`src/rtl/spike_count_classifier.sv`:
```
// Spike-count classifier: counts IF-layer spikes over a window, then scans for the argmax neuron.
// Optional SCC_SATURATE_EN makes the per-neuron counters saturate instead of wrapping.
module spike_count_classifier #(
    parameter  int NUM_NEURONS  = 1,
    parameter  int COUNT_WIDTH  = 16,
    parameter  int WINDOW_WIDTH = 16,
    localparam int IDX_WIDTH    = (NUM_NEURONS > 1) ? $clog2(NUM_NEURONS) : 1
) (
    input  logic                    clk,
    input  logic                    rst,
    input  logic [NUM_NEURONS-1:0]  spike_in,
    input  logic                    start,
    input  logic [WINDOW_WIDTH-1:0] window_len,
    output logic                    busy,
    output logic                    result_valid,
    input  logic                    result_ready,
    output logic [IDX_WIDTH-1:0]    result_idx,
    output logic [COUNT_WIDTH-1:0]  result_count
);

    localparam logic [1:0] S_IDLE   = 2'd0;
    localparam logic [1:0] S_COUNT  = 2'd1;
    localparam logic [1:0] S_ARGMAX = 2'd2;
    localparam logic [1:0] S_DONE   = 2'd3;

    logic [1:0]              r_state;
    logic [WINDOW_WIDTH-1:0] r_remain;
    logic [IDX_WIDTH-1:0]    r_scan;
    logic [IDX_WIDTH-1:0]    r_best_idx;
    logic [COUNT_WIDTH-1:0]  r_best_cnt;
    logic [IDX_WIDTH-1:0]    r_result_idx;
    logic [COUNT_WIDTH-1:0]  r_result_cnt;
    logic [COUNT_WIDTH-1:0]  r_cnt     [NUM_NEURONS];
    logic [COUNT_WIDTH-1:0]  w_cnt_inc [NUM_NEURONS];

    logic [COUNT_WIDTH-1:0]  w_sel_cnt;
    logic                    w_take;
    logic [COUNT_WIDTH-1:0]  w_next_cnt;
    logic [IDX_WIDTH-1:0]    w_next_idx;
    logic                    w_scan_last;

    always_comb begin
        for (int unsigned i = 0; i < NUM_NEURONS; i++) begin
`ifdef SCC_SATURATE_EN
            w_cnt_inc[i] = (spike_in[i] && (r_cnt[i] != '1)) ? r_cnt[i] + COUNT_WIDTH'(1) : r_cnt[i];
`else
            w_cnt_inc[i] = r_cnt[i] + COUNT_WIDTH'(spike_in[i]);
`endif
        end
    end

    // Compare-mux keeps the scan index free of array-bound width concerns for any NUM_NEURONS.
    always_comb begin
        w_sel_cnt = '0;
        for (int unsigned i = 0; i < NUM_NEURONS; i++) begin
            if (r_scan == IDX_WIDTH'(i)) begin
                w_sel_cnt = r_cnt[i];
            end
        end
        w_take      = (w_sel_cnt > r_best_cnt);
        w_next_cnt  = w_take ? w_sel_cnt : r_best_cnt;
        w_next_idx  = w_take ? r_scan : r_best_idx;
        w_scan_last = (r_scan == IDX_WIDTH'(NUM_NEURONS - 1));
    end

    always_ff @(posedge clk) begin
        if (rst) begin
            r_state      <= S_IDLE;
            r_remain     <= '0;
            r_scan       <= '0;
            r_best_idx   <= '0;
            r_best_cnt   <= '0;
            r_result_idx <= '0;
            r_result_cnt <= '0;
            for (int unsigned i = 0; i < NUM_NEURONS; i++) begin
                r_cnt[i] <= '0;
            end
        end else begin
            case (r_state)
                S_IDLE: begin
                    if (start) begin
                        r_remain   <= window_len;
                        r_scan     <= '0;
                        r_best_idx <= '0;
                        r_best_cnt <= '0;
                        for (int unsigned i = 0; i < NUM_NEURONS; i++) begin
                            r_cnt[i] <= '0;
                        end
                        r_state <= (window_len == '0) ? S_ARGMAX : S_COUNT;
                    end
                end
                S_COUNT: begin
                    for (int unsigned i = 0; i < NUM_NEURONS; i++) begin
                        r_cnt[i] <= w_cnt_inc[i];
                    end
                    r_remain <= r_remain - WINDOW_WIDTH'(1);
                    if (r_remain == WINDOW_WIDTH'(1)) begin
                        r_state <= S_ARGMAX;
                    end
                end
                S_ARGMAX: begin
                    // Best starts at count 0, so strict '>' yields lowest-index-wins and idx 0 for all-zero.
                    r_best_cnt <= w_next_cnt;
                    r_best_idx <= w_next_idx;
                    r_scan     <= r_scan + IDX_WIDTH'(1);
                    if (w_scan_last) begin
                        r_result_idx <= w_next_idx;
                        r_result_cnt <= w_next_cnt;
                        r_state      <= S_DONE;
                    end
                end
                S_DONE: begin
                    if (result_ready) begin
                        r_state <= S_IDLE;
                    end
                end
                default: r_state <= S_IDLE;
            endcase
        end
    end

    assign busy         = (r_state != S_IDLE);
    assign result_valid = (r_state == S_DONE);
    assign result_idx   = r_result_idx;
    assign result_count = r_result_cnt;

endmodule

```
`config.mk`:
```
export PLATFORM = sky130hd
export DESIGN_NAME = spike_count_classifier
export DESIGN_NICKNAME = d
export VERILOG_FILES = /design/src/rtl/spike_count_classifier.sv
export SDC_FILE = /design/constraint.sdc
export NUM_CORES = 1
export LEC_CHECK = 0
export ABC_CLOCK_PERIOD_IN_PS = 4300
export BUFFER_PORTS_ARGS = -buffer_cell sky130_fd_sc_hd__buf_4
export CAP_MARGIN = 10
export CORE_MARGIN = 1.5
export CORE_UTILIZATION = 59
export CTS_BUF_LIST = sky130_fd_sc_hd__clkbuf_16
export CTS_CLUSTER_DIAMETER = 120
export DETAILED_ROUTE_END_ITERATION = 8
export GPL_TIMING_DRIVEN = 0
export PLACE_DENSITY_LB_ADDON = 0.15
export SLEW_MARGIN = 20
export SYNTH_ARGS = -nofsm -noshare
export SYNTH_HDL_FRONTEND = slang
export SYNTH_SLANG_ARGS = --single-unit
```
`constraint.sdc`:
```
create_clock -name clk -period 4.3 [get_ports clk]
set_clock_uncertainty 0.15 [all_clocks]
set_input_delay 1.29 -clock clk [delete_from_list [all_inputs] [get_ports clk]]
set_output_delay 1.29 -clock clk [all_outputs]
set_load 0.005 [all_outputs]
```
* Yosys cells after proc, flatten, opt, wreduce, memory -nomap -nowiden *
Memory sizes are Yosys's and may differ from the RTL's.
Cells that the tools add are included.

word-level totals
  bits in registers = 53
  bits in writable memories = 16
  bits of input ports = 21
  output and inout port bits = 19
  word-level logic and storage cells = 61
  memories kept = 1

operators by class
  $add $sub $neg = 3
  $lt $le $gt $ge = 1
  equality and inequality tests = 8
  muxes and demuxes = 29
  bitwise gates (word level) = 1
  reductions and logical operators = 11

memories
  name   depth  bits a word  read ports  clocked after memory_dff  wr ports  RTL line  source
  r_cnt  1      16           1           0                         1         33        logic [COUNT_WIDTH-1:0] r_cnt [NUM_NEURONS];

operators by type and width
  operator                                                                 count
  16-bit two-way mux                                                       6
  16-bit case mux with 2 select lines                                      2
  16-bit OR reduction                                                      2
  16-bit by 1-bit adder with 16-bit output                                 1
  16-bit by 1-bit equality test with 1-bit output (second input constant)  1
  16-bit greater-than comparator                                           1
  16-bit logical NOT                                                       1
  16-bit by 1-bit subtractor with 16-bit output (second input constant)    1
  1-bit two-way mux                                                        13
  2-bit two-way mux                                                        5
  2-bit case mux with 4 select lines                                       1
  2-bit != test (second input constant)                                    3
  2-bit AND reduction                                                      3
  2-bit nonzero test                                                       3
  2-bit equality test (second input constant)                              2
  1-bit case mux with 2 select lines                                       2
  4-bit AND reduction                                                      1
  2-bit by 1-bit equality test with 1-bit output (second input constant)   1
  2-bit logical NOT                                                        1
  2-bit by 1-bit != test with 1-bit output (second input constant)         1
  1-bit adder (second input constant)                                      1
  1-bit NOT                                                                1

* Logic depth before layout (Yosys ltp) *
Gate-level depths: netlist of the first run.

  depth after elaboration = 7
  gate-level depth with buffers = 13
  depth with buffers taken out = 10

* Worst setup path after synthesis of the first run *
OpenSTA, ideal clock, no wires.

  path kind = flip-flop to flip-flop
  start point = reg r_scan
  end point = reg r_result_cnt[10] (netlist: result_count[10])
  library setup time = 133 ps
  arrival time = 2694 ps
  required time = 4017 ps
  slack = 1323 ps
  stages on the path, launching flop included = 14
  buffers on the path = 4
  clock period less this slack = 2977 ps
  cells stage by stage = dfxtp_1 -> clkbuf_1 -> clkbuf_1 -> nor2b_1 -> ha_1 -> a21o_1 -> a221oi_2 -> o21ai_1 -> a211oi_2 -> or2_4 -> buf_6 -> buf_6 -> mux2i_1 -> a21oi_1

between the ends
  word-level cells in the longest chain between the ends = 3
  elaborated cells between the ends (all ways) = 5
  classes of those cells = order compare: 1; mux: 2; bitwise: 1; reduce/logical: 1

ends and longest elaborated chain
  what                            RTL line  source
  start: declaration              28        logic [IDX_WIDTH-1:0] r_scan;
  start signal: assignment        105       r_scan <= r_scan + IDX_WIDTH'(1);
  16-bit two-way mux              56        if (r_scan == IDX_WIDTH'(i)) begin
  16-bit greater-than comparator  60        w_take = (w_sel_cnt > r_best_cnt);
  16-bit two-way mux              61        w_next_cnt = w_take ? w_sel_cnt : r_best_cnt;
  end signal: assignment          108       r_result_cnt <= w_next_cnt;
  end: declaration                32        logic [COUNT_WIDTH-1:0] r_result_cnt;

Several ways; a longest one is shown, not always the timed one.
A chain may end at the register's enable or synchronous reset.

* Worst setup path in the final report of the first run *
  start point = reg r_scan
  end point = reg r_result_cnt[13] (netlist: result_count[13])

Same word-level chain as after synthesis.

==> metrics.csv, run 1 <==
stage,metric,value,unit
run_status,run_status,"complete, no violations",
clock_network,cts_made_buffers,9,
timing,drv_slew,0,
global_route,grt_util_met2,45.82,%
global_route,first_global_vias,3355,
floorplanning,num_rows,29,
logic_synthesis,synth.ff_latch_count,69,
place,gpl.final_weighted_congestion,0.9291,
timing,report.final.hold_viol_count,0,
logic_synthesis,postSynthCellCount,445,
timing,finalSetupViolations,0,
logic_synthesis,synth.yosys.warnings,0,
global_route,gr-max-usage-layer,met2,
worst_setup_path,timing.reg2reg.setup_slack,0.62,ns
global_route,pin_count_of_the_biggest_net_entering_global_routing,17,
timing,layout_worst_path_cycle_share,85.61,%
place,post-place-ws,0.6976,ns
worst_setup_path,critical_path.cell_chain,clkbuf_1 -> clkbuf_1 -> nor2b_1 -> ha_1 -> a21o_1 -> a221oi_2 -> o21ai_1 -> a211oi_2 -> or2_4 -> buf_6 -> buf_6 -> mux2i_1 -> a21oi_1,
cells_and_area,layout.cells.most_common,dfxtp_1,
min_path,hold_end,result_idx,
timing,postLayoutSetupSlackWorst,0.6189,ns
place,numPortBuffers,39,
worst_setup_path,startpoint_type,flip-flop,
logic_synthesis,syn_nets,490,
worst_setup_path,r2r_start,r_scan,
pwr,power_density,761.9,mW/mm2
pwr,peakVddDrop,0.4688,mV
cells_and_area,syn2layout_area_growth,18.53,%
clock_network,clk_latency,0.33,ns
detailed_routing,wl,9820,um
global_route,grt_util_met3,3.835,%
worst_setup_path,timing.critical_path.from,r_scan,
clock_network,clk_path_buf_depth,2,
min_path,depth_of_the_worst_hold_timing_path,2,
worst_setup_path,critPathSlowestCell,clkbuf_1,
job,cap_viol_max_count,0,
logic_synthesis,synth.yosys.seq_area_share,39.15,%
global_route,gr-usage-met1,38.43,%
timing,clock.fmax,271.7,MHz
detailed_routing,avgRoutedWirePerCell,17.02,um
floorplanning,die_area,0.007173,mm2
clock_network,clock_tree.htree_level_count,3,
logic_synthesis,synthesis.area_per_instance,8.848,um2
clock_network,post-cts-setup-buffer-count,0,
timing,rsz0062_at_grt,false,
timing,worst_slew_margin_rel,48.11,%
detailed_routing,drt-initial-drc-count,229,
floorplanning,die_height,84.70,um
cells_and_area,nets,540,
global_route,congestion_overflow_gr,0,
logic_synthesis,synthesis.area,0.003938,mm2
worst_setup_path,worst_path_largest_cell_delay,0.50,ns
cells_and_area,multi_input_comb_area,0.002166,mm2
worst_setup_path,cpLargestDelayFamily,buffers and inverters,
worst_setup_path,worstReg2RegEnd,result_count[13],
worst_setup_path,rr_worst_depth,13,
clock_network,cts_tree,yes,
floorplanning,floorplan.initialDensity,61.66,%
floorplanning,boundaryPins,40,
min_path,hold_path_class,flip-flop to flip-flop,
global_route,global_route_wire_length_before_repair,16070,um
floorplanning,core_area,0.006386,mm2
worst_setup_path,setup_crit_end_kind,flip-flop,
worst_setup_path,arrival_worst_endpoint,3.73,ns
timing,final_period_minus_worst_setup_slack,3.681,ns
cells_and_area,antenna_cells,0,
floorplanning,die-width,84.70,um
worst_setup_path,worst-path-buf-inv,4,
cells_and_area,leading_cell_types_in_the_layout_fill_and_taps_excluded,"dfxtp_1 (53), buf_4 (40), a21oi_1 (37)",
clock_network,cts_resized,0,
detailed_routing,avgViaCountPerCell,6.206,
worst_setup_path,path_class,flip-flop to flip-flop,
detailed_routing,routed-via-count,3581,
cells_and_area,n_fill_cell,499,
global_route,antenna_found_initial,0,
global_route,groute.usage.overall,28.29,%
clock_network,clock_sink_count,69,
detailed_routing,drt_pre_antenna_iters,5,
cells_and_area,utilization,73.08,%
cells_and_area,layout-drive-gt1-share,15.00,%
cells_and_area,regArea,0.001541,mm2
min_path,hold_path_startpoint,result_idx,
logic_synthesis,netlist-cell-type-count,55,
timing,setup_tns,0,ns
timing,worst_pin_slew,0.7762,ns
place,dpl_wire_length,6786,um
detailed_routing,drcViolationCount,0,
pwr,leakagePower,1.809,nW
clock_network,cts-root-buf,clkbuf_16,
clock_network,worst_setup_hold_path_clk_slew,0.06,ns
worst_setup_path,worst-path-max-fanout,10,
worst_setup_path,crit_required,4.35,ns
clock_network,cts_hold_buffers_added,0,
detailed_routing,antenna_left,0,
-- registers in the layout, summed over array words and instances (netlist names) --
| signal | count |
|---|---|
| r_best_cnt | 16 |
| r_best_idx | 1 |
| r_cnt | 16 |
| r_remain | 16 |
| r_scan | 1 |
| r_state | 2 |
| result_count | 16 |
| result_idx | 1 |
-- layer usage --
layer | vias up | part of all wire (%) | wire [um]
li1 | 1707 | - | -
met1 | 1713 | 45 | 4458
met2 | 140 | 46 | 4527
met3 | 21 | 6.2 | 613
met4 | 0 | 2.3 | 221
met5 | - | 0 | 0
-- Yosys cell counts, drive strengths merged --
| cell type | instances | area (um2) |
|---|---|---|
| a2111oi | 1 | 15.01 |
| a211oi | 12 | 95.09 |
| a21boi | 2 | 15.01 |
| a21o | 2 | 15.01 |
| a21oi | 38 | 193.9 |
| a221oi | 3 | 38.79 |
| a22o | 15 | 131.4 |
| a22oi | 6 | 45.04 |
| a31o | 1 | 8.760 |
| a41oi | 1 | 8.760 |
| and2 | 1 | 7.510 |
| and3 | 2 | 12.51 |
| and4 | 2 | 17.52 |
| buf | 4 | 35.03 |
| clkbuf | 23 | 86.33 |
| dfxtp | 53 | 1061 |
| edfxtp | 16 | 480.5 |
| ha | 24 | 300.3 |
| inv | 29 | 108.9 |
| mux2i | 15 | 150.1 |
| nand2 | 35 | 131.4 |
| nand2b | 6 | 37.54 |
| nand3 | 18 | 95.09 |
| nand4 | 8 | 56.30 |
| nand4b | 1 | 8.760 |
| nor2 | 28 | 107.6 |
| nor2b | 19 | 118.9 |
| nor3 | 8 | 45.04 |
| nor4 | 7 | 86.33 |
| o211ai | 2 | 15.01 |
| o21a | 1 | 7.510 |
| o21ai | 32 | 160.2 |
| o22ai | 4 | 25.02 |
| o2bb2ai | 1 | 8.760 |
| o31ai | 2 | 15.01 |
| o32ai | 3 | 26.28 |
| or2 | 1 | 8.760 |
| or3 | 3 | 18.77 |
| or4 | 4 | 33.78 |
| xnor2 | 2 | 17.52 |
| xor2 | 10 | 87.58 |
-- kinds of logic after synthesis --
kind of cell	after synthesis	synth area share, %
AOI/OAI and AO/OA	126	20.94
DFF	69	39.15
buffers and inverters	56	5.847
and+or+nand+nor	143	19.96
xor gates and xnor gates	12	2.669
muxes	15	3.813
adders and majority gates	24	7.626
-- worst register-to-register path: stages (launching register included) --
cell and delay (ns):
dfxtp_1 0.33, clkbuf_1 0.44, clkbuf_1 0.50, nor2b_1 0.11, ha_1 0.32, a21o_1 0.20, a221oi_2 0.23, o21ai_1 0.11
a211oi_2 0.27, or2_4 0.21, buf_6 0.17, buf_6 0.20, mux2i_1 0.22, a21oi_1 0.09
-- final cells by class --
| class | count | share of cell area, % |
|---|---|---|
| multi-input combinational | 320 | 46.41 |
| sequential | 69 | 33.03 |
| timing repair buffer | 39 | 6.273 |
| clock buffer | 9 | 4.826 |
| buffer | 27 | 2.601 |
| clock inverter | 7 | 2.466 |
| inverter | 29 | 2.332 |
| tap | 77 | 2.064 |
-- power by group --
part / total [mW] / internal (mW) / switching [mW]
registers: 1.05 / 0.860 / 0.185
logic: 1.66 / 0.680 / 0.984
clock network: 0.847 / 0.564 / 0.283
total: 3.56 / 2.10 / 1.45
-- worst max-delay path by stage --
stage                     depth (start not counted)  slack (ns)               end
final                                            13        0.62  result_count[13]
after global routing                             13        0.39  result_count[15]
after CTS                                        12        0.61    r_best_cnt[15]
after detailed placement                         13        0.70  result_count[13]
after global placement                           13        0.74  result_count[13]
after floorplan                                  13        1.32  result_count[10]
-- per-stage QoR --
stage,instance area [um2],power [mW],hold slack (ns),instances
2_1_floorplan,3938,2.224,0.2982,445
3_3_place_gp,4327,2.629,0.3079,561
3_5_place_dp,4327,2.673,0.3120,561
4_1_cts,4667,3.538,0.3223,577
5_1_grt,4667,3.770,0.3490,577
6_report,4667,3.556,0.3211,577
Power figures use the tool's default switching activity.
==> run 2, diff against run 1 <==
--- a/config.mk
+++ b/config.mk
@@ -8,12 +8,14 @@
 export ABC_CLOCK_PERIOD_IN_PS = 4300
 export BUFFER_PORTS_ARGS = -buffer_cell sky130_fd_sc_hd__buf_4
 export CAP_MARGIN = 10
+export CORE_ASPECT_RATIO = 0.9
 export CORE_MARGIN = 1.5
 export CORE_UTILIZATION = 59
 export CTS_BUF_LIST = sky130_fd_sc_hd__clkbuf_16
 export CTS_CLUSTER_DIAMETER = 120
 export DETAILED_ROUTE_END_ITERATION = 8
 export GPL_TIMING_DRIVEN = 0
+export MAX_ROUTING_LAYER = met4
 export PLACE_DENSITY_LB_ADDON = 0.15
 export SLEW_MARGIN = 20
 export SYNTH_ARGS = -nofsm -noshare
==> metrics.csv, run 2 (synthesis results as in run 1) <==
stage,metric,value,unit,change
clock_network,clk_path_buf_depth,2,,unchanged
worst_setup_path,r2r_start,r_scan,,unchanged
timing,report.final.hold_viol_count,0,,unchanged
floorplanning,floorplan.initialDensity,60.43,%,was 61.66%
global_route,first_global_vias,3321,,was 3355
timing,final_period_minus_worst_setup_slack,3.708,ns,was 3.681 ns
worst_setup_path,rr_worst_depth,12,,was 13
global_route,antenna_found_initial,0,,unchanged
floorplanning,die_height,80.50,um,was 84.70 um
clock_network,cts_resized,0,,unchanged
pwr,leakagePower,1.797,nW,was 1.809 nW
min_path,hold_path_class,flip-flop to flip-flop,,unchanged
detailed_routing,drt_pre_antenna_iters,4,,was 5
worst_setup_path,path_class,flip-flop to flip-flop,,unchanged
detailed_routing,drt-initial-drc-count,212,,was 229
cells_and_area,leading_cell_types_in_the_layout_fill_and_taps_excluded,"dfxtp_1 (53), buf_4 (40), a21oi_1 (37)",,unchanged
detailed_routing,antenna_left,0,,unchanged
timing,layout_worst_path_cycle_share,86.22,%,was 85.61%
timing,rsz0062_at_grt,false,,unchanged
detailed_routing,routed-via-count,3569,,was 3581
timing,drv_slew,0,,unchanged
job,cap_viol_max_count,0,,unchanged
pwr,peakVddDrop,0.4535,mV,was 0.4688 mV
clock_network,cts_hold_buffers_added,0,,unchanged
worst_setup_path,worst-path-max-fanout,10,,unchanged
global_route,pin_count_of_the_biggest_net_entering_global_routing,17,,unchanged
cells_and_area,post-route-cell-area,0.004649,mm2,was 0.004667 mm2
floorplanning,num_rows,28,,was 29
place,gpl.final_weighted_congestion,0.9425,,was 0.9291
worst_setup_path,timing.reg2reg.setup_slack,0.59,ns,was 0.62 ns
global_route,groute.usage.overall,30.68,%,was 28.29%
floorplanning,core_area,0.006516,mm2,was 0.006386 mm2
detailed_routing,drcViolationCount,0,,unchanged
timing,clock.fmax,269.7,MHz,was 271.7 MHz
worst_setup_path,setup_crit_end_kind,flip-flop,,unchanged
timing,setup_tns,0,ns,unchanged
floorplanning,die-width,89.11,um,was 84.70 um
cells_and_area,antenna_cells,0,,unchanged
place,placedInstanceArea,0.004343,mm2,was 0.004327 mm2
clock_network,clk_latency,0.33,ns,about the same
cells_and_area,syn2layout_area_growth,18.08,%,was 18.53%
run_status,run_status,"complete, no violations",,unchanged
timing,final.hold.worst_slack,0.3363,ns,was 0.3211 ns
clock_network,clock_sink_count,69,,unchanged
worst_setup_path,setup_crit_end,r_best_cnt[12],,was result_count[13]
worst_setup_path,timing.critical_path.from,r_scan,,unchanged
worst_setup_path,startpoint_type,flip-flop,,unchanged
pwr,power_density,751.6,mW/mm2,was 761.9 mW/mm2
pwr,power.total,3.494,mW,was 3.556 mW
cells_and_area,layout.cells.most_common,dfxtp_1,,unchanged
floorplanning,boundaryPins,40,,unchanged
worst_setup_path,worstReg2RegEnd,r_best_cnt[12],,was result_count[13]
floorplanning,die_area,0.007173,mm2,about the same
timing,worst_slew_margin_rel,35.59,%,was 48.11%
cells_and_area,nets,540,,unchanged
clock_network,worst_setup_hold_path_clk_slew,0.06,ns,about the same
global_route,global_route_wire_length_before_repair,16130,um,was 16070 um
clock_network,cts_tree,yes,,unchanged
cells_and_area,layout-drive-gt1-share,14.60,%,was 15.00%
clock_network,cts_made_buffers,9,,unchanged
detailed_routing,wl,9968,um,was 9820 um
min_path,depth_of_the_worst_hold_timing_path,2,,unchanged
place,numPortBuffers,39,,unchanged
place,dpl_wire_length,7201,um,was 6786 um
worst_setup_path,arrival_worst_endpoint,3.83,ns,was 3.73 ns
clock_network,clock_tree.htree_level_count,3,,unchanged
cells_and_area,utilization,71.35,%,was 73.08%
clock_network,cts-root-buf,clkbuf_16,,unchanged
global_route,congestion_overflow_gr,0,,unchanged
worst_setup_path,crit_required,4.42,ns,was 4.35 ns
timing,worst_pin_slew,0.9635,ns,was 0.7762 ns
detailed_routing,avgViaCountPerCell,6.049,,was 6.206
timing,finalSetupViolations,0,,unchanged
detailed_routing,avgRoutedWirePerCell,16.89,um,was 17.02 um
clock_network,post-cts-setup-buffer-count,0,,unchanged
## run 2: cell count changes in the layout (fill, tap and decap cells not counted), sizes merged
cell | previous run | this run
clkinv | 2 | 4
clkinvlp | 1 | 0
bufinv | 3 | 2
## run 2: worst min path at each step
stage                from          to  slack, ns
2_1_floorplan  r_best_idx  result_idx       0.30
3_3_place_gp   r_best_idx  result_idx       0.32
3_5_place_dp   r_best_idx  r_best_idx       0.31
4_1_cts        r_best_idx  r_best_idx       0.33
5_1_grt        r_best_idx  r_best_idx       0.35
6_report       r_best_idx  result_idx       0.34
## run 2: worst max-delay path, cell delays in order (launching register included)
cell and delay [ns]:
dfxtp_1 0.32, clkbuf_1 0.41, clkbuf_1 0.48, nor2b_1 0.10, ha_1 0.32, a21o_1 0.20
a221oi_2 0.27, o21ai_1 0.13, a211oi_2 0.26, o21ai_1 0.15, a21oi_2 0.34, buf_2 0.32
a22o_1 0.19
## run 2: layer usage
metal	wire length (um)	vias up	share of wire, %	track usage, %
met5	0	-	0	-
met1	4614	1696	46	41.34
met4	250	0	2.5	11.85
met3	601	30	6.0	5.653
met2	4502	128	45	45.64
li1	-	1715	-	-
## run 2: metrics by stage
step	cells	worst slack [ns]
after global routing	590	0.3332
after CTS	590	0.6673
after floorplan	445	1.323
final	590	0.5923
after detailed placement	574	0.6736
after global placement	574	0.7686
## run 2: report_power, final
| group | leakage [nW] | internal, mW | switching, mW | total (mW) |
|---|---|---|---|---|
| combinational | 1.03 | 0.678 | 0.998 | 1.68 |
| sequential | 0.609 | 0.861 | 0.184 | 1.04 |
| clock | 0.155 | 0.499 | 0.274 | 0.773 |
## run 2: layout make-up
| type | count | area, um2 |
|---|---|---|
| Tap cell | 90 | 112.6 |
| Clock buffer | 9 | 225.2 |
| Sequential cell | 69 | 1541 |
| Buffer | 27 | 121.4 |
| Timing Repair Buffer | 39 | 292.8 |
| Clock inverter | 7 | 81.33 |
| Multi-Input combinational cell | 320 | 2166 |
| Inverter | 29 | 108.9 |
| Fill cell | 528 | 1867 |
==> run 3, diff against run 2 <==
--- a/config.mk
+++ b/config.mk
@@ -5,12 +5,13 @@
 export SDC_FILE = /design/constraint.sdc
 export NUM_CORES = 1
 export LEC_CHECK = 0
+export ABC_AREA = 1
 export ABC_CLOCK_PERIOD_IN_PS = 4300
 export BUFFER_PORTS_ARGS = -buffer_cell sky130_fd_sc_hd__buf_4
 export CAP_MARGIN = 10
 export CORE_ASPECT_RATIO = 0.9
 export CORE_MARGIN = 1.5
-export CORE_UTILIZATION = 59
+export CORE_UTILIZATION = 60
 export CTS_BUF_LIST = sky130_fd_sc_hd__clkbuf_16
 export CTS_CLUSTER_DIAMETER = 120
 export DETAILED_ROUTE_END_ITERATION = 8
==> metrics.csv, run 3 <==
stage,metric,value,unit,change
run_status,run_status,"complete, no violations",,unchanged
cells_and_area,multi_input_comb_area,0.002263,mm2,was 0.002166 mm2
worst_setup_path,crit_required,4.38,ns,was 4.42 ns
min_path,depth_of_the_worst_hold_timing_path,2,,unchanged
timing,final.hold.worst_slack,0.3194,ns,was 0.3363 ns
cells_and_area,layout-drive-gt1-share,12.95,%,was 14.60%
timing,worst_slew_margin_rel,48.24,%,was 35.59%
logic_synthesis,synth.top_cell.area_share,24.90,%,was 26.95%
logic_synthesis,synth.yosys.warnings,0,,unchanged
floorplanning,core_area,0.006726,mm2,was 0.006516 mm2
timing,drv_slew,0,,unchanged
timing,layout_worst_path_cycle_share,66.30,%,was 86.22%
global_route,groute.usage.overall,29.99,%,was 30.68%
min_path,hold_path_startpoint,r_best_cnt[5],,was r_best_idx
global_route,first_global_vias,3854,,was 3321
clock_network,cts-root-buf,clkbuf_16,,unchanged
worst_setup_path,worst_path_largest_cell_delay,0.33,ns,was 0.48 ns
global_route,global_route_wire_length_before_repair,17820,um,was 16130 um
timing,final_period_minus_worst_setup_slack,2.851,ns,was 3.708 ns
logic_synthesis,ys_dominant_reg_cell,dfxtp_1,,unchanged
place,gpl.final_weighted_congestion,0.9349,,was 0.9425
clock_network,cts_tree,yes,,unchanged
logic_synthesis,synthesis.area,0.004260,mm2,was 0.003938 mm2
detailed_routing,drcViolationCount,0,,unchanged
worst_setup_path,arrival_worst_endpoint,2.93,ns,was 3.83 ns
worst_setup_path,worst-path-max-fanout,10,,unchanged
timing,clock.fmax,350.8,MHz,was 269.7 MHz
cells_and_area,layout.cells.most_common,nand2_1,,was dfxtp_1
clock_network,cts_resized,0,,unchanged
clock_network,cts_made_buffers,9,,unchanged
clock_network,clk_path_buf_depth,2,,unchanged
detailed_routing,avgViaCountPerCell,5.462,,was 6.049
cells_and_area,utilization,73.68,%,was 71.35%
worst_setup_path,rr_worst_depth,15,,was 12
cells_and_area,regArea,0.001541,mm2,unchanged
worst_setup_path,worst-path-buf-inv,5,,was 3
place,post-place-ws,1.234,ns,was 0.6736 ns
worst_setup_path,critical_path.cell_chain,clkbuf_1 -> inv_1 -> nand2_1 -> inv_1 -> ha_1 -> nand2_1 -> nor3_2 -> nand3_2 -> nand2_4 -> buf_12 -> nand2_2 -> nand2_1 -> nand2_1 -> nand2_1 -> inv_1,,was clkbuf_1 -> clkbuf_1 -> nor2b_1 -> ha_1 -> a21o_1 -> a221oi_2 -> o21ai_1 -> a211oi_2 -> o21ai_1 -> a21oi_2 -> buf_2 -> a22o_1
worst_setup_path,critical_path.most_common_cell,nand2_1,,
place,placedInstanceArea,0.004658,mm2,was 0.004343 mm2
global_route,congestion_overflow_gr,0,,unchanged
clock_network,post-cts-setup-buffer-count,0,,unchanged
clock_network,worst_setup_hold_path_clk_slew,0.06,ns,about the same
logic_synthesis,post-synth-top-count-cell,nand2_1,,was dfxtp_1
detailed_routing,routed-via-count,4244,,was 3569
logic_synthesis,synthTopCellsByArea,"dfxtp_1 (25%), nand2_1 (13%), edfxtp_1 (11%), nor2_1 (8.1%), inv_1 (7.8%)",,"was dfxtp_1 (27%), edfxtp_1 (12%), ha_1 (7.6%), a21oi_1 (4.7%), mux2i_1 (3.8%)"
worst_setup_path,critPathSlowestCell,clkbuf_1,,unchanged
timing,finalSetupViolations,0,,unchanged
min_path,hold_end,r_best_cnt[5],,was result_idx
global_route,pin_count_of_the_biggest_net_entering_global_routing,17,,unchanged
global_route,antenna_found_initial,0,,unchanged
worst_setup_path,path_class,flip-flop to flip-flop,,unchanged
logic_synthesis,synth_top_cell_by_area,dfxtp_1,,unchanged
cells_and_area,post-route-cell-area,0.004956,mm2,was 0.004649 mm2
logic_synthesis,synthesis.area_per_instance,6.730,um2,was 8.848 um2
logic_synthesis,synth_edf_count,16,,unchanged
logic_synthesis,ys_top_cells_by_count,"nand2_1 (150), nor2_1 (92), inv_1 (88)",,"was dfxtp_1 (53), a21oi_1 (37), nand2_1 (35)"
job,cap_viol_max_count,0,,unchanged
floorplanning,die-width,91.82,um,was 89.11 um
worst_setup_path,r2r_start,r_scan,,unchanged
cells_and_area,n_fill_cell,570,,was 528
worst_setup_path,cpLargestDelayFamily,simple AND/OR/NAND/NOR gates,,was compound AO/OA/AOI/OAI gates
logic_synthesis,synth.yosys.seq_area_share,36.18,%,was 39.15%
cells_and_area,syn2layout_area_growth,16.33,%,was 18.08%
pwr,peakVddDrop,0.3985,mV,was 0.4535 mV
timing,report.final.hold_viol_count,0,,unchanged
logic_synthesis,postSynthCellCount,633,,was 445
worst_setup_path,setup_crit_end_kind,flip-flop,,unchanged
floorplanning,die_height,82.94,um,was 80.50 um
clock_network,cts_hold_buffers_added,0,,unchanged
floorplanning,num_rows,28,,unchanged
logic_synthesis,syn_nets,678,,was 490
timing,worst_pin_slew,0.7742,ns,was 0.9635 ns
detailed_routing,drt_pre_antenna_iters,5,,was 4
worst_setup_path,timing.reg2reg.setup_slack,1.45,ns,was 0.59 ns
logic_synthesis,async_set_or_reset_flop_fraction_in_the_synthesized_netlist,0,%,unchanged
place,numPortBuffers,38,,was 39
logic_synthesis,synth.ff_latch_count,69,,unchanged
timing,setup_tns,0,ns,unchanged
place,dpl_wire_length,7816,um,was 7201 um
clock_network,clk_latency,0.33,ns,about the same
clock_network,clock_sink_count,69,,unchanged
worst_setup_path,worstReg2RegEnd,result_count[0],,was r_best_cnt[12]
cells_and_area,antenna_cells,0,,unchanged
cells_and_area,final_cell_count_no_fill,777,,was 590
floorplanning,boundaryPins,40,,unchanged
min_path,hold_path_class,flip-flop to flip-flop,,unchanged
detailed_routing,wl,10570,um,was 9968 um
detailed_routing,avgRoutedWirePerCell,13.60,um,was 16.89 um
cells_and_area,leading_cell_types_in_the_layout_fill_and_taps_excluded,"nand2_1 (150), nor2_1 (92), inv_1 (90)",,"was dfxtp_1 (53), buf_4 (40), a21oi_1 (37)"
floorplanning,floorplan.initialDensity,63.34,%,was 60.43%
logic_synthesis,netlist-cell-type-count,38,,was 55
clock_network,clock_tree.htree_level_count,3,,unchanged
timing,rsz0062_at_grt,false,,unchanged
cells_and_area,nets,727,,was 540
floorplanning,die_area,0.007616,mm2,was 0.007173 mm2
detailed_routing,drt-initial-drc-count,405,,was 212
worst_setup_path,startpoint_type,flip-flop,,unchanged
place,placed_cells,761,,was 574
detailed_routing,antenna_left,0,,unchanged
pwr,leakagePower,2.267,nW,was 1.797 nW
pwr,power_density,760.6,mW/mm2,was 751.6 mW/mm2
pwr,power.total,3.770,mW,was 3.494 mW
timing,postLayoutSetupSlackWorst,1.449,ns,was 0.5923 ns
## run 3: final cells by class
type / count / area share, %
buffer: 22 / 2.373
clock buffer: 11 / 5.554
clock inverter: 5 / 0.4544
inverter: 90 / 6.816
multi-input combinational: 452 / 45.67
sequential: 69 / 31.10
tap: 90 / 2.272
timing repair buffer: 38 / 5.756
## run 3: how the worst max path moves through the flow
stage / slack [ns] / cells after the start / from / endpoint
2_1_floorplan: 1.51 / 9 / spike_in / r_cnt[0][12]
3_3_place_gp: 1.28 / 10 / spike_in / r_cnt[0][12]
3_5_place_dp: 1.23 / 10 / spike_in / r_cnt[0][14]
4_1_cts: 1.51 / 14 / r_scan / result_count[0]
5_1_grt: 1.25 / 15 / r_scan / result_count[14]
6_report: 1.45 / 15 / r_scan / result_count[0]
## run 3: kinds of logic (layout without fill, tap and decap cells)
kind of cell	after synthesis	in the layout	synth area share, %
xor+xnor	5	5	1.028
compound gates	98	98	12.04
buf+inv	112	166	10.69
flops	69	69	36.18
simple gates	325	325	33.01
fa+ha+maj	24	24	7.049
## run 3: routing by layer
layer / global-route usage (%) / vias to the layer above / share of wire [%]
met5: - / - / 0
met4: 6.993 / 0 / 1.6
met1: 41.43 / 1912 / 47
met3: 5.952 / 20 / 7.7
li1: - / 2130 / -
met2: 45.45 / 182 / 43
## run 3: where the power goes
| group | switching [mW] | internal [mW] | leakage, nW | total [mW] |
|---|---|---|---|---|
| logic | 1.35 | 0.717 | 1.50 | 2.07 |
| clock network | 0.275 | 0.453 | 0.158 | 0.728 |
| registers | 0.123 | 0.853 | 0.609 | 0.977 |
## run 3: tightest hold or removal path: cells and delay by family, from the launching register on
family | cells | cell delay (ns)
AOI/OAI and AO/OA | 1 | 0.05
DFF | 1 | 0.31
and+or+nand+nor | 1 | 0.06
